`src/rtl/mem_access_unit.sv`:
```
// mem_access_unit: MEM-stage data-memory initiator. Runs one load or store at a
// time on a req/gnt/rvalid bus, formats store lanes, extends load data, and
// stalls the upstream pipeline while an access is outstanding.
module mem_access_unit #(
    parameter int TIMEOUT_CYCLES = 64
) (
    input  logic        clk,
    input  logic        rst_n,
    input  logic        ex_valid_in,
    input  logic [31:0] ex_alu_result_in,
    input  logic [31:0] ex_rs2_data_in,
    input  logic [4:0]  ex_rd_addr_in,
    input  logic [31:0] ex_pc_plus_4_in,
    input  logic [2:0]  ex_funct3_in,
    input  logic        ex_mem_read_in,
    input  logic        ex_mem_write_in,
    input  logic        ex_reg_write_in,
    input  logic        ex_mem_to_reg_in,
    output logic        bus_req,
    output logic        bus_we,
    output logic [31:0] bus_addr,
    output logic [31:0] bus_wdata,
    output logic [3:0]  bus_be,
    input  logic        bus_gnt,
    input  logic        bus_rvalid,
    input  logic [31:0] bus_rdata,
    output logic [31:0] mem_alu_result_out,
    output logic [4:0]  mem_rd_addr_out,
    output logic [31:0] mem_pc_plus_4_out,
    output logic [31:0] mem_read_data_out,
    output logic        mem_reg_write_out,
    output logic        mem_mem_to_reg_out,
    output logic        mem_stall_out,
    output logic        mem_misaligned_out,
    output logic        mem_err_out
);

    // Counter must be able to hold TIMEOUT_CYCLES after a late grant.
    localparam int CNT_W = $clog2(TIMEOUT_CYCLES + 1);
    localparam logic [CNT_W-1:0] CNT_LAST = CNT_W'(TIMEOUT_CYCLES - 1);

    typedef enum logic [1:0] {
        S_IDLE,
        S_REQ,
        S_WAIT,
        S_DONE
    } state_t;

    state_t           state_q, state_d;
    logic [CNT_W-1:0] cnt_q, cnt_d;
    logic             err_q, err_d;
    logic [31:0]      rdata_q, rdata_d;
    logic             bus_req_q, bus_req_d;
    logic             bus_we_q, bus_we_d;
    logic [31:0]      bus_addr_q, bus_addr_d;
    logic [31:0]      bus_wdata_q, bus_wdata_d;
    logic [3:0]       bus_be_q, bus_be_d;

    logic        mem_op;
    logic        addr_misaligned;
    logic        misaligned;
    logic        stall;
    logic        timeout_hit;
    logic [1:0]  byte_off;
    logic [31:0] rdata_shifted;
    logic [31:0] load_ext;
    logic [31:0] wdata_fmt;
    logic [3:0]  be_fmt;

    assign byte_off      = ex_alu_result_in[1:0];
    assign mem_op        = ex_valid_in & (ex_mem_read_in | ex_mem_write_in);
    assign misaligned    = mem_op & addr_misaligned;
    assign rdata_shifted = bus_rdata >> {byte_off, 3'b000};
    assign timeout_hit   = (cnt_q >= CNT_LAST);

    // Size decode: store lane replication, byte enables, load extension, alignment.
    always_comb begin
        // NOTE: every signal gets a default before the case so no path leaves it unassigned (no latch).
        addr_misaligned = 1'b0;
        wdata_fmt       = ex_rs2_data_in;
        be_fmt          = 4'b1111;
        load_ext        = rdata_shifted;
        unique case (ex_funct3_in[1:0])
            2'b00: begin
                wdata_fmt = {4{ex_rs2_data_in[7:0]}};
                be_fmt    = 4'b0001 << byte_off;
                load_ext  = {{24{~ex_funct3_in[2] & rdata_shifted[7]}}, rdata_shifted[7:0]};
            end
            2'b01: begin
                addr_misaligned = byte_off[0];
                wdata_fmt       = {2{ex_rs2_data_in[15:0]}};
                be_fmt          = 4'b0011 << byte_off;
                load_ext        = {{16{~ex_funct3_in[2] & rdata_shifted[15]}}, rdata_shifted[15:0]};
            end
            default: begin
                addr_misaligned = |byte_off;
            end
        endcase
    end

    // Next-state, bus register loads and stall for the access FSM.
    always_comb begin
        state_d     = state_q;
        cnt_d       = cnt_q;
        err_d       = err_q;
        rdata_d     = rdata_q;
        bus_req_d   = bus_req_q;
        bus_we_d    = bus_we_q;
        bus_addr_d  = bus_addr_q;
        bus_wdata_d = bus_wdata_q;
        bus_be_d    = bus_be_q;
        stall       = 1'b0;
        unique case (state_q)
            S_IDLE: begin
                if (mem_op && !addr_misaligned) begin
                    stall       = 1'b1;
                    state_d     = S_REQ;
                    cnt_d       = '0;
                    err_d       = 1'b0;
                    bus_req_d   = 1'b1;
                    bus_we_d    = ex_mem_write_in;
                    bus_addr_d  = {ex_alu_result_in[31:2], 2'b00};
                    bus_wdata_d = ex_mem_write_in ? wdata_fmt : 32'h0;
                    bus_be_d    = ex_mem_write_in ? be_fmt : 4'b1111;
                end
            end
            S_REQ: begin
                stall = 1'b1;
                cnt_d = cnt_q + CNT_W'(1);
                if (bus_gnt && bus_rvalid) begin
                    bus_req_d = 1'b0;
                    state_d   = S_DONE;
                    if (!bus_we_q) rdata_d = load_ext;
                end else if (bus_gnt) begin
                    bus_req_d = 1'b0;
                    state_d   = S_WAIT;
                end else if (timeout_hit) begin
                    bus_req_d = 1'b0;
                    rdata_d   = 32'h0;
                    err_d     = 1'b1;
                    state_d   = S_DONE;
                end
            end
            S_WAIT: begin
                stall = 1'b1;
                cnt_d = cnt_q + CNT_W'(1);
                if (bus_rvalid) begin
                    state_d = S_DONE;
                    if (!bus_we_q) rdata_d = load_ext;
                end else if (timeout_hit) begin
                    rdata_d = 32'h0;
                    err_d   = 1'b1;
                    state_d = S_DONE;
                end
            end
            default: begin
                state_d = S_IDLE;
            end
        endcase
    end

    // State and bus registers; reset also abandons any in-flight access.
    always_ff @(posedge clk or negedge rst_n) begin
        if (!rst_n) begin
            state_q     <= S_IDLE;
            cnt_q       <= '0;
            err_q       <= 1'b0;
            rdata_q     <= 32'h0;
            bus_req_q   <= 1'b0;
            bus_we_q    <= 1'b0;
            bus_addr_q  <= 32'h0;
            bus_wdata_q <= 32'h0;
            bus_be_q    <= 4'b0000;
        end else begin
            // NOTE: non-blocking assignments so every flop samples pre-edge values.
            state_q     <= state_d;
            cnt_q       <= cnt_d;
            err_q       <= err_d;
            rdata_q     <= rdata_d;
            bus_req_q   <= bus_req_d;
            bus_we_q    <= bus_we_d;
            bus_addr_q  <= bus_addr_d;
            bus_wdata_q <= bus_wdata_d;
            bus_be_q    <= bus_be_d;
        end
    end

    assign bus_req   = bus_req_q;
    assign bus_we    = bus_we_q;
    assign bus_addr  = bus_addr_q;
    assign bus_wdata = bus_wdata_q;
    assign bus_be    = bus_be_q;

    assign mem_alu_result_out = ex_alu_result_in;
    assign mem_rd_addr_out    = ex_rd_addr_in;
    assign mem_pc_plus_4_out  = ex_pc_plus_4_in;
    assign mem_mem_to_reg_out = ex_mem_to_reg_in;
    assign mem_read_data_out  = rdata_q;
    assign mem_stall_out      = stall;
    assign mem_misaligned_out = misaligned;
    assign mem_err_out        = (state_q == S_DONE) & err_q;
    // The MEM/WB buffer captures every cycle, so stalls and failures become bubbles.
    assign mem_reg_write_out  = ex_reg_write_in & ex_valid_in & ~stall & ~misaligned & ~mem_err_out;

endmodule
```
`config.mk`:
```
export PLATFORM = sky130hd
export DESIGN_NAME = mem_access_unit
export DESIGN_NICKNAME = d
export VERILOG_FILES = /design/src/rtl/mem_access_unit.sv
export SDC_FILE = /design/constraint.sdc
export NUM_CORES = 1
export LEC_CHECK = 0
export BUFFER_PORTS_ARGS = -buffer_cell sky130_fd_sc_hd__buf_2
export CAP_MARGIN = 20
export CORE_AREA = 2 2 126 128
export DETAILED_ROUTE_END_ITERATION = 8
export DIE_AREA = 0 0 128 130
export PLACE_DENSITY = 0.77
export SYNTH_ARGS = -nofsm -noshare
export SYNTH_HDL_FRONTEND = slang
export SYNTH_SLANG_ARGS = --single-unit
```
`constraint.sdc`:
```
create_clock -name clk -period 1.8 [get_ports clk]
set_clock_uncertainty 0.1 [all_clocks]
set_input_delay 0.36 -clock clk [delete_from_list [all_inputs] [get_ports clk]]
set_output_delay 0.36 -clock clk [all_outputs]
set_load 0.01 [all_outputs]
```
Word level (Yosys, flattened, before mapping)
Cells that the tools add are included.
{ "word_totals": {"register_bits": 110, "inputBits": 145, "out_inout_bits": 176, "word_cells": 87} }
{ "classes": {"add_sub_neg": 1, "n_lt_le_gt_ge": 1, "eq_ne": 10, "shift": 3, "n_mux": 33, "bitwise_logic": 14, "n_reduce_logical": 16} }
{ "ops": {"columns": ["operator", "count"], "rows": [
  ["$mux 32", 6],
  ["$pmux 32 s2", 3],
  ["$shr 32x5->32", 1],
  ["$pmux 7 s2", 1],
  ["$mux 1", 10],
  ["$mux 2", 5],
  ["$and 1x1->1", 9],
  ["$ne 2x2->1 const B", 4],
  ["$pmux 4 s2", 1],
  ["$add 7x1->7 const B", 1],
  ["$ge 7x6->1 const B", 1],
  ["$mux 7", 1],
  ["$pmux 1 s2", 3],
  ["$pmux 2 s3", 1],
  ["$reduce_and 2->1", 3],
  ["$reduce_bool 2->1", 3],
  ["$reduce_and 5->1", 1],
  ["$eq 2x1->1 const B", 2],
  ["$eq 2x2->1 const B", 2],
  ["$logic_not 2->1", 2],
  ["$mux 4", 1],
  ["$ne 4x4->1 const B", 1],
  ["$not 1->1", 4],
  ["$reduce_or 2->1", 2],
  ["9 further kinds", 10]
]} }

Logic depth before layout (Yosys ltp)
Gate-level depths: netlist of the first run.
{ "logic_depth": {"depth_word": 10, "ltp_mapped": 8, "mapped_depth_nobuf": 6} }

Least setup slack after synthesis of the first run
OpenSTA, ideal clock, no wires.
{ "synth_timing": {"kind": "register to output", "from": "register state_q[0]", "to": "output mem_reg_write_out", "t_arrival_ps": 1637, "required_ps": 1340, "setup_slack_ps": -297, "path_stages_with_launch": 7, "n_path_buf": 1, "cell_sequence": "dfrtp_1 -> inv_1 -> ha_1 -> buf_1 -> inv_1 -> a21oi_1 -> nor4_1"} }
{ "synth_between": {"elab_chain_cells": 7, "elab_cells_between_ends": 12, "cone_classes": "eq/ne (3); mux (1); bitwise (6); reduce/logical (2)"} }
{ "synth_lines": {"columns": ["item", "line_no", "rtl"], "rows": [
  ["start, declared", "49", "state_t state_q, state_d;"],
  ["start signal, assigned", "176", "state_q <= state_d;"],
  ["$eq 2x2->1 / $eq 2x1->1 (equally long branches)", "113", "unique case (state_q)"],
  ["$reduce_or 2->1 (no line)", null, null],
  ["$pmux 1 s2 *", "113", null],
  ["named net mem_stall_out", "33", "output logic mem_stall_out,"],
  ["$not 1->1 *", "203", "assign mem_reg_write_out = ex_reg_write_in & ex_valid_in & ~stall & ~misaligned & ~mem_err_out;"],
  ["$and 1x1->1 * (3 in a row)", "203", null],
  ["end, declared", "31", "output logic mem_reg_write_out,"]
]} }
The timed path passes the listed nets; every way through them passes the cells marked *.

Worst setup path in the final report of the first run
{ "layout_timing": {"from": "register state_q[0]", "to": "output mem_reg_write_out"} }
{ "layout_between": {"elab_chain_cells": 7, "elab_cells_between_ends": 12, "cone_classes": "eq/ne (3); mux (1); bitwise (6); reduce/logical (2)"} }
{ "layout_lines": {"columns": ["item", "line_no"], "rows": [
  ["$eq 2x2->1 / $eq 2x1->1 (equally long branches)", "113"],
  ["$reduce_or 2->1 (no line)", null],
  ["$pmux 1 s2", "113"],
  ["$not 1->1", "203"],
  ["$and 1x1->1 (2 in a row)", "203"],
  ["$and 1x1->1 *", "203"]
]} }
Every way passes the cells marked *; elsewhere a longest branch is shown, timed or not.

==> run summary, run 1 <==
The run finished, with violations left. The checks that failed: setup timing. For the worst setup path, the data arrival time is 1.60 ns.

In this run the most critical hold path is launched from ex_alu_result_in[15]. The post-synthesis share of cell area spent on and, or, nand and nor gates is 16.4%. The arithmetic-cell share of the synthesized area counting full adders, half adders and majority gates is 1.38%, and the cell area after placement is 0.00762 sq mm.

The remaining antenna violation count after routing was 0; the area growth from synthesis to final layout was 32.9%. The tools report the required time at the worst-slack endpoint as 1.34 ns. The leakage component of the power was 4.30 nW.

Of all nets on the critical path, the largest fanout is 2. Setup repair after global routing could not meet its margin everywhere. The logs give 3 for the level count of the clock H-tree and 691 for the synthesized netlist cell count. The first routing iteration left 320 violations. In the routed design, unresolved DRC markers number 0. Synthesis inferred 110 register bits. The synthesized netlist occupies a cell area of 0.00633 sq mm.

The largest voltage drop on the vdd net was 0.00116 V; the fraction of synthesis flops using an asynchronous set or reset pin was 100%. Among all flip-flop cells after synthesis, the most frequent one is sky130_fd_sc_hd__dfrtp_1. Horizontal extent of the die: 128 microns.

The worst setup path is captured at an output port. The tools report the total grt overflow as 0. For this run, the top clock speed supported by timing is 486 MHz. Clock-pin slew was measured on the worst setup and hold paths at 0.08 ns.

Floorplan die height: 130 microns. Yosys printed 0 warnings. The run gives -0.257 ns as the slack of the critical path. Category of the most critical setup path: reg -> out. Detailed placement finished with a half-perimeter wire length of 14700 microns. The tools report the max-slew violation count as 0. The number of hold-slack violations in the final timing report was 0; the minimum clock period after layout was 2.06 ns. Detailed routing inserted a total of 5920 vias. The clock insertion delay at the later pin of the skew report is 0.35 ns, and the final standard cell area without fillers is 0.00841 sq mm. The via count of the first global-routing pass came out at 5467. TritonCTS built the clock tree. The congestion estimate from routability-driven global placement came to 0.839.

Area share of xor/xnor cells in the synthesized design: 0%. Entering global routing, the biggest net connects 59 pins. CTS placed an instance of sky130_fd_sc_hd__clkbuf_16 at the clock tree root. The tools report the total wire length after detailed routing as 20900 microns.

Summing the areas of all compound-gate instances in the mapped netlist gives 18.4% of the synthesized area. Total CTS buffers: 9. First element of the critical path: state_q[0]. The synthesized area per cell works out to 9.15 sq um. Of the cells placed in the final design, the portion with a size suffix greater than 1 is 43.1%. Main combinational cell family by area after synthesis: compound AO/OA/AOI/OAI gates.

The run gives 0 as the number of diodes. The TritonCTS sink count came out at 110. The number of setup violations in the final report came out at 32. Headroom to the max-slew limit came out at 55.5%. The final critical path takes up 114% of the cycle. The overall fraction of global-route tracks in use is 23.4%. Counting tap cells, the placed design contains a total of 1066 instances. For the pin with the worst max-slew slack, the measured transition is 0.665 ns. Input and output buffers added on the ports amount to 242. The wire length per cell after detailed routing came out at 19.0 microns. The path class of the tightest hold or removal check is in -> reg.

The first global-routing pass estimated 29800 microns of wire. The filler cells instantiated in the layout total 1382. Max-cap violations in this run came to 0. The die outline area was 0.0166 sq mm.

For the number of antenna violations at the first check in global routing, the log shows 0. STA classifies the critical path startpoint as a flip-flop. Once the floorplan was initialized, standard cells occupied 41.0% of the core. The distinct cell type count after synthesis is 53, and the worst-case clock buffer depth is 2.

The floorplan step defined a core boundary enclosing 0.0154 sq mm. The finished layout holds 1103 standard cells, fillers aside. Yosys mapped a number of flops with a built-in enable equal to 0. The startpoint of the lowest-slack register-to-register path was state_q[1]. After floorplanning, the core was divided into 46 placement rows.

Before antenna repair, the detailed router went through 6 iterations. Via density per instance: 5.37. Pin placement for this block handled 321 I/O pins. Power spread over the standard cell area amounts to 1520 mW/mm^2. The proportion of synthesized chip area in sequential cells came out at 43.5%. The multiplexer share of the synthesized area is 7.48%.

The net count of the finished layout is 1058.
==> cell type report <==
class	count	area (sq um)	share of cell area (%)
inverter	11	43.8	0.521
clock inverter	7	55.1	0.655
multi-input combinational	456	3070	36.5
tap	192	240	2.86
sequential	110	2760	32.8
clock buffer	9	225	2.68
timing repair buffer	318	2010	24.0
==> final timing paths <==
check | to | slack, ns | cells after the start
worst max-delay path | mem_reg_write_out | -0.26 | 7
worst min-delay path | bus_addr[15] | 0.11 | 3
worst max register to register | mem_read_data_out[12] | -0.08 | 7
worst min register to register | bus_addr[8] | 0.37 | 2
max in group asynchronous | bus_wdata[26] | 0.59 | 3
min in group asynchronous | bus_addr[31] | 0.40 | 2
==> per-layer routing <==
layer / vias up / wire, microns / track usage [%]
met5: - / 0 / 0
met4: 0 / 747 / 10.9
met3: 38 / 1580 / 5.82
met2: 263 / 10500 / 40.1
met1: 2844 / 8100 / 28.0
li1: 2775 / - / -
==> placed cells by master (no fill, tap or decap), drive strengths merged, types with 3 or more instances in the layout <==
cell,synthesis,layout
nor2b,13,13
a31oi,4,4
a2bb2oi,9,9
inv,10,14
o21ai,46,46
dfrtp,110,110
clkbuf,9,11
a21oi,6,9
a221o,3,3
o31ai,18,18
a32o,13,13
nor3,3,3
ha,7,7
o21bai,3,3
o211ai,10,10
nor2,21,21
buf,109,314
nand2,172,172
a21boi,3,3
a211o,7,7
mux2,8,8
a22o,22,22
a211oi,7,7
clkinv,1,3
nand4,3,3
nand3,13,13
mux2i,36,36
==> timing repair <==
| item | CTS | global route |
|---|---|---|
| cloned | 3 | 4 |
| hold endpoints to repair | 23 | 0 |
| setup endpoints to repair | 55 | 61 |
| pin swaps | 13 | 17 |
| hold buffers | 1 | 0 |
| resized for setup | 31 | 41 |
| setup buffers | 11 | 5 |
==> registers in the layout, indices dropped and copies added, names as in the netlist <==
name and flops:
state_q 2, bus_req 1, mem_read_data_out 32, cnt_q 7
bus_we 1, bus_wdata 32, bus_addr 30, err_q 1
bus_be 4
==> synth_stat cells (all sizes together) (3+ instances only) <==
cell type	n	area share (%)
a211o	7	0.97
a211oi	7	0.83
a21boi	3	0.36
a21oi	6	0.59
a221o	3	0.47
a22o	22	3.0
a2bb2oi	9	1.2
a31oi	4	0.40
a32o	13	2.1
buf	109	12
clkbuf	9	0.53
dfrtp	110	44
ha	7	1.4
inv	10	0.59
mux2	8	1.4
mux2i	36	5.7
nand2	172	10
nand3	13	1.0
nand4	3	0.30
nor2	21	1.4
nor2b	13	1.3
nor3	3	0.24
o211ai	10	1.2
o21ai	46	3.7
o21bai	3	0.36
o31ai	18	2.1
==> logic make-up (layout without fill, tap and decap cells) <==
group	after synthesis	in the layout
compound gates	159	162
mux	45	45
simple gates	240	240
other cells	1	2
flops	110	110
fa+ha+maj	7	7
buf+inv	129	345
==> where the power goes <==
group	internal [W]	switching, W
Sequential	0.00357	0.000713
Clock	0.000961	0.000973
Combinational	0.00308	0.00348
==> stage by stage <==
stage          utilization (%)  setup slack, ns  TNS, ns  total power, W  hold slack, ns
2_1_floorplan                -          -0.0546    -1.14         0.00752         -0.0356
3_3_place_gp              49.4           -0.127    -3.15         0.00956           0.212
3_5_place_dp              49.4           -0.192    -4.92         0.00974           0.218
4_1_cts                   52.8           -0.295    -1.07          0.0123          0.0915
5_1_grt                   54.5           -0.346    -3.99          0.0137           0.114
6_report                  54.5           -0.257    -1.87          0.0128           0.107
==> critical path, stage by stage, from the launching register on <==
cell	delay [ns]
sky130_fd_sc_hd__dfrtp_1	0.38
sky130_fd_sc_hd__inv_2	0.06
sky130_fd_sc_hd__buf_6	0.12
sky130_fd_sc_hd__ha_4	0.26
sky130_fd_sc_hd__inv_2	0.04
sky130_fd_sc_hd__a21oi_2	0.19
sky130_fd_sc_hd__nor4_2	0.05
sky130_fd_sc_hd__buf_2	0.14
Power figures use the tool's default switching activity.
==> run 2, diff against run 1 <==
==> constraint.sdc (replaced) <==
create_clock -name clk -period 1.78 [get_ports clk]
set_clock_uncertainty 0.1 [all_clocks]
set_input_delay 0.356 -clock clk [delete_from_list [all_inputs] [get_ports clk]]
set_output_delay 0.356 -clock clk [all_outputs]
set_load 0.01 [all_outputs]
==> run summary, run 2 (synthesized netlist as in run 1, its figures left out) <==
Summing all flip-flop and latch instances after layout gives 0.00275 sq mm. The run gives -5.69 ns as the sum of negative setup slack. Type of the worst min-delay path: in -> reg.

The via total after detailed routing was 6011; the final cycle utilization of the critical path was 118%. In the global route stage, met3 resource usage came out at 5.70%. The first detailed-routing pass ran for 8 iterations.

At the later pin of the worst-skew pair, clock insertion delay measures 0.35 ns. The total wire length after detailed routing came out at 21300 microns. The critical path ends at mem_reg_write_out.

In this run the most used layer during global routing was met2. The die outline area was 0.0166 sq mm. Measured in cells, the most critical reg-to-reg path has a length of 8. The critical path endpoint category was an output port. Setup repair after global routing could not meet its margin everywhere. In this run the power density over the cells is 1550 mW/mm^2. The count of buffers inserted at the top-level ports was 242. Row generation in the floorplan step produced 46 rows.

The number of setup violations in the final report is 36, and the maximum number of pins on one net before global-route repair is 50. In the final layout, the share of cells above drive strength 1 is 43.1%. Routing usage on met2: 40.6%.

The final reports fail on setup timing. The area growth from synthesis to layout is 35.4%. The worst setup timing slack at the placement stage is -0.159 ns, and the overall fraction of global-route tracks in use is 23.7%.

The run gives 0 as the number of hold-slack violations in the final timing report. The flow ran to the end, but the final reports show violations. The worst-path maximum fanout was 3; the upper clock frequency limit was 476 MHz. In the layout the commonest cells are sky130_fd_sc_hd__buf_2 (239), sky130_fd_sc_hd__nand2_1 (172), sky130_fd_sc_hd__dfrtp_1 (110), sky130_fd_sc_hd__buf_4 (48), sky130_fd_sc_hd__o21ai_0 (38). The leakage component of the power was 4.39 nW; the wire length per cell after detailed routing was 19.2 microns. In this run the clock root is driven by a sky130_fd_sc_hd__clkbuf_16.

Most common library cell in the layout ignoring fill and taps: sky130_fd_sc_hd__buf_2. DRC violations left: 0. The endpoint identified for the worst register-to-register timing path is mem_read_data_out[11].

The run gives 0.00309 sq mm as the footprint of the multi-input gates. The via count of the first global-routing pass is 5484. 321 I/O pins were placed.

Overall power consumption after layout is estimated at 0.0133 W. TritonCTS sink count: 110. The total CTS buffers is 9, and the number of maximum-capacitance violations is 0.

Clock-pin slew was measured on the worst setup and hold paths at 0.08 ns. The via density per instance was 5.42. The number of antenna violations at the first check in global routing was 1. The routed design could run at a clock period as short as 2.10 ns. For the max-slew violation count, the log shows 0. Hold is met by 0.0981 ns.

Detailed placement ended at an HPWL of 14500 microns. The run gives 0.00101 V as the largest voltage drop on the vdd net. The detail route stage leaves a number of antenna-violating nets equal to 0. The total grt overflow is 0. The logs give 0.838 for the final weighted congestion of routability-driven global placement and 29.0% for the met1 track demand over resource. The global-route wire length before repair is 30200 microns, and the layout net count is 1063. The first element of the critical path was state_q[1]. For the worst setup path, the data arrival time is 1.64 ns. The H-tree generated during clock tree synthesis spans 3 levels. The area inside the core boundary was 0.0154 sq mm. The tools report the slack of the critical path as -0.319 ns. The tools report the worst-case headroom to the max-slew limit as 56.8%. Measured along the y axis, the die boundary spans 130 microns.

The tools report the startpoint of the lowest-slack register-to-register path as state_q[1]. The worst setup path is launched from a flip-flop. Once layout is complete, the utilization of the core stands at 55.5%. TritonCTS built the clock tree. The category of the most critical setup path was reg -> out. Fill cells in the final layout number 1327.

At the pin with the least slew margin, the transition time is 0.644 ns. After the first detailed-routing iteration, the DRC count stood at 375. The horizontal extent of the die works out to 128 microns. Data on the critical path is required at its endpoint by 1.32 ns. The tools report the setup slack of the most critical reg-to-reg path as -0.19 ns. The initial utilization of the core area, before any placement, comes to 41.0%. The worst-case clock buffer depth came out at 2.
run 2: changes by cell type in the layout (fill, tap and decap cells not counted), sizes merged:
cell      before  now
buf          314  317
bufbuf         0    3
clkinv         3    4
clkinvlp       1    0
diode          0    1
inv           14   13
run 2: stage by stage:
stage	instances	cell area, sq um
3_3_place_gp	1067	7630
4_1_cts	1100	8330
5_1_grt	1108	8560
3_5_place_dp	1067	7630
2_1_floorplan	692	6410
6_report	1109	8570
run 2: layout make-up:
class                      count  area share, %
multi-input combinational    456           36.0
sequential                   110           32.1
timing repair buffer         323           25.1
tap                          192           2.80
clock buffer                  10           2.67
clock inverter                 6          0.657
inverter                      11          0.511
antenna                        1         0.0292
run 2: routing by layer:
| metal | vias up | routed length [microns] |
|---|---|---|
| li1 | 2779 | - |
| met1 | 2929 | 8360 |
| met2 | 263 | 10700 |
| met3 | 38 | 1550 |
| met4 | 2 | 634 |
| met5 | - | 13 |
run 2: worst min path at each step:
stage	from	to	cells past startpoint
finish	ex_alu_result_in[18]	bus_addr[18]	3
CTS	ex_alu_result_in[18]	bus_addr[18]	3
global placement	rst_n	mem_read_data_out[13]	1
global route	ex_alu_result_in[18]	bus_addr[18]	3
floorplan	rst_n	bus_addr[10]	0
detailed placement	rst_n	mem_read_data_out[13]	1
run 2: critical path: stages, from the launching register on:
cell	delay, ns
sky130_fd_sc_hd__dfrtp_1	0.43
sky130_fd_sc_hd__buf_6	0.15
sky130_fd_sc_hd__ha_4	0.14
sky130_fd_sc_hd__and2_4	0.14
sky130_fd_sc_hd__nor4_4	0.26
sky130_fd_sc_hd__buf_2	0.18
run 2: power breakdown:
part	switching, W	internal (W)
clock network	0.00101	0.000981
registers	0.000691	0.00361
logic	0.00365	0.00337
run 2: repair_timing:
| action | in CTS | in global routing |
|---|---|---|
| cloned | 7 | 2 |
| pin swaps | 11 | 22 |
| setup endpoints to repair | 47 | 104 |
| setup buffers | 14 | 9 |
| hold buffers | 1 | 0 |
| endpoints found under the hold margin | 23 | 0 |
| gates resized for setup | 34 | 39 |
==> run 3, diff against run 2 <==
==> constraint.sdc (replaced) <==
create_clock -name clk -period 1.78 [get_ports clk]
set_clock_uncertainty 0.1 [all_clocks]
set_input_delay 0.356 -clock clk [delete_from_list [all_inputs] [get_ports clk]]
set_output_delay 0.356 -clock clk [all_outputs]
set_load 0.02 [all_outputs]
==> run summary, run 3 (synthesized netlist as in run 1, its figures left out) <==
The most congested layer reported by global routing was met2. The upper clock frequency limit is 479 MHz. Walking the worst path, the cells encountered are buf_6, ha_4, and2_4, nor4_4, buf_4. Counting instances, the worst hold path has a depth of 3.

In this run the worst hold path is classified as in -> reg. The run gives 29.1% as the met1 track demand over resource. The first routing iteration left 393 violations. The power after layout is 0.0142 W.

The total grt overflow came out at 0. The worst setup timing slack at the placement stage was -0.175 ns; the count of buffers inserted at the top-level ports was 242. For the switching power total, the log shows 0.00611 W.

The tools report the critical path endpoint category as an output port. The tools report the slack of the critical path as -0.306 ns. Clock-pin slew was measured on the worst setup and hold paths at 0.09 ns. For the remaining antenna violation count after routing, the log shows 0. The via density per instance is 5.50. Count of fill cells added during filler insertion: 1333. The final reports fail on setup timing. Among all stages on the critical path, the largest delay is contributed by sky130_fd_sc_hd__dfrtp_2.

The number of diodes came out at 0. The via count of the first global-routing pass was 5624. Setup violations remaining at the end of the flow were counted as 35.

In this run the register-to-register setup slack is -0.14 ns. Dividing the detail-routed wire length by the instance count gives 19.1 microns. The floorplan die height was 130 microns. The analysis attributes to cell leakage a power of 4.39 nW. The transition time at the pin with the least slew margin was 0.738 ns; the initial standard-cell utilization of the core was 41.0%. In the layout the commonest cells are sky130_fd_sc_hd__buf_2 (238), sky130_fd_sc_hd__nand2_1 (170), sky130_fd_sc_hd__dfrtp_1 (108), sky130_fd_sc_hd__buf_4 (52), sky130_fd_sc_hd__o21ai_0 (36).

CTS built an H-tree with a depth of 3. Setup repair after global routing could not meet its margin everywhere. The global routing usage on met3 was 4.47%. TritonCTS built the clock tree.

For this block, the routed nets add up to 21200 microns of wire. The layout cell share with drive strength beyond 1 is 43.8%, and the TritonCTS sink count is 110. The run gives 50.6% as the worst-case headroom to the max-slew limit. Overall fraction of global-route tracks in use: 23.9%.

The run gives 5 as the number of detailed-routing iterations run before antenna repair. The startpoint of the lowest-slack register-to-register path is state_q[1]. The floorplan has 46 rows.

For the die outline area, the log shows 0.0166 sq mm. The tree is rooted in a sky130_fd_sc_hd__clkbuf_16. Entering global routing, the biggest net connects 44 pins. The run gives 1113 as the number of cells in the finished layout apart from fillers. The DRC violations left is 0. The congestion estimate from routability-driven global placement came to 0.880. The count of boundary I/O pins came out at 321. Of the total power, the clock network draws 15.2%. The worst hold path terminates at bus_addr[20].

The required time at the worst-slack endpoint is 1.32 ns, and the part of the total power dissipated in sequential elements is 30.3%. After floorplanning, the core was sized to cover 0.0154 sq mm. Clock tree synthesis inserted a total of 9 buffers. The max-slew violation count is 0. Across the VDD grid, the largest voltage drop is 0.000901 V.

The worst register-to-register path has a depth of 9. The routing usage on met2 is 41.9%, and the total half-perimeter wirelength after legalization and detailed placement is 15000 microns. Area growth from synthesis to final layout: 35.4%.

Worst-case clock buffer depth: 2. After detailed placement, the design holds a cell count of 1070. The most common library cell in the layout ignoring fill and taps was sky130_fd_sc_hd__buf_2. The tool flagged a number of max-cap violations equal to 0. The internal power consumption is 0.00812 W, and the layout net count is 1068. The routed layout has 6121 vias. Of all nets on the critical path, the largest fanout is 4. The die is 128 microns wide. The tools report the number of antenna violations at the first check in global routing as 0. The flow ran to the end, but the final reports show violations. The run gives 30800 microns as the global-route wire length before repair.

The reg-to-reg endpoint was mem_read_data_out[4]. Of the total power, the share spent switching nets is 43.0%. The tools report the arrival time at the worst endpoint as 1.63 ns. The critical path is of the reg -> out type. The final cycle utilization of the critical path came out at 117%.

Launch instance of the worst min-delay path: ex_alu_result_in[20]. The largest single stage delay on the critical path is 0.45 ns. The minimum clock period after layout was 2.09 ns; the clock insertion delay at the later pin of the skew report was 0.36 ns.

The power density of the placed cells came out at 1660 mW/mm^2. STA classifies the critical path startpoint as a flip-flop. The logic gate share of total power was 54.5%. The number of hold-slack violations in the final timing report was 0.
==> run 3: cell types whose count changed in the layout (fill, tap and decap cells not counted), moves of 3 or more <==
cell / before / now
sky130_fd_sc_hd__buf_6: 17 / 25
sky130_fd_sc_hd__buf_4: 48 / 52
sky130_fd_sc_hd__a211oi_2: 4 / 7
sky130_fd_sc_hd__bufbuf_16: 3 / 0
sky130_fd_sc_hd__clkbuf_16: 10 / 13
sky130_fd_sc_hd__a211oi_1: 3 / 0
==> run 3: final cells by class <==
cell class,instances,area (sq um),share of cell area [%]
repair buffers,329,2150,25.1
clock inverters,7,86.3,1.01
clock buffers,9,225,2.63
flip-flops and latches,110,2760,32.2
inverters,11,41.3,0.482
well taps,192,240,2.80
multi-input cells,455,3060,35.8
==> run 3: power by group through the flow <==
stage	registers [W]	clock network (W)	logic, W
2_1_floorplan	0.00549	0	0.00298
3_3_place_gp	0.00429	0	0.00626
3_5_place_dp	0.00431	0	0.00642
4_1_cts	0.00428	0.00220	0.00730
5_1_grt	0.00444	0.00230	0.00835
6_report	0.00431	0.00216	0.00776
==> run 3: metal layers <==
metal,wire [microns],part of all wire [%]
met2,10500,50
met5,0,0
met1,8390,39
met4,764,3.6
met3,1570,7.4
==> run 3: repair_timing <==
item	CTS	global route
setup endpoints to repair	39	76
resized for setup	35	54
endpoints found under the hold margin	18	0
buffers inserted	17	4
hold buffers	1	0
cloned	4	5
pin swaps	22	18
==> run 3: per-stage QoR <==
step	hold slack (ns)	util, %	cell area (sq um)	setup TNS (ns)
after floorplan	-0.0396	-	6420	-1.66
after global placement	0.178	49.5	7640	-3.32
after detailed placement	0.185	49.5	7640	-4.40
after CTS	0.0724	53.8	8290	-4.68
after global routing	0.0882	55.5	8560	-5.59
final	0.0886	55.5	8560	-3.71
==> run 3: worst max-delay path: cells and delay by family, from the launching register on <==
kind | cells | cell delay, ns
fa+ha+maj | 1 | 0.14
buf+inv | 2 | 0.30
simple gates | 2 | 0.37
flops | 1 | 0.45
==> run 3: how the worst max path moves through the flow <==
stage	from	to	slack, ns	depth (start not counted)
final	state_q[1]	mem_reg_write_out	-0.31	5
after global routing	state_q[1]	mem_reg_write_out	-0.37	6
after CTS	state_q[1]	mem_reg_write_out	-0.31	5
after detailed placement	state_q[1]	mem_read_data_out[24]	-0.17	6
after global placement	state_q[1]	mem_read_data_out[13]	-0.13	6
after floorplan	state_q[1]	mem_read_data_out[13]	-0.07	8
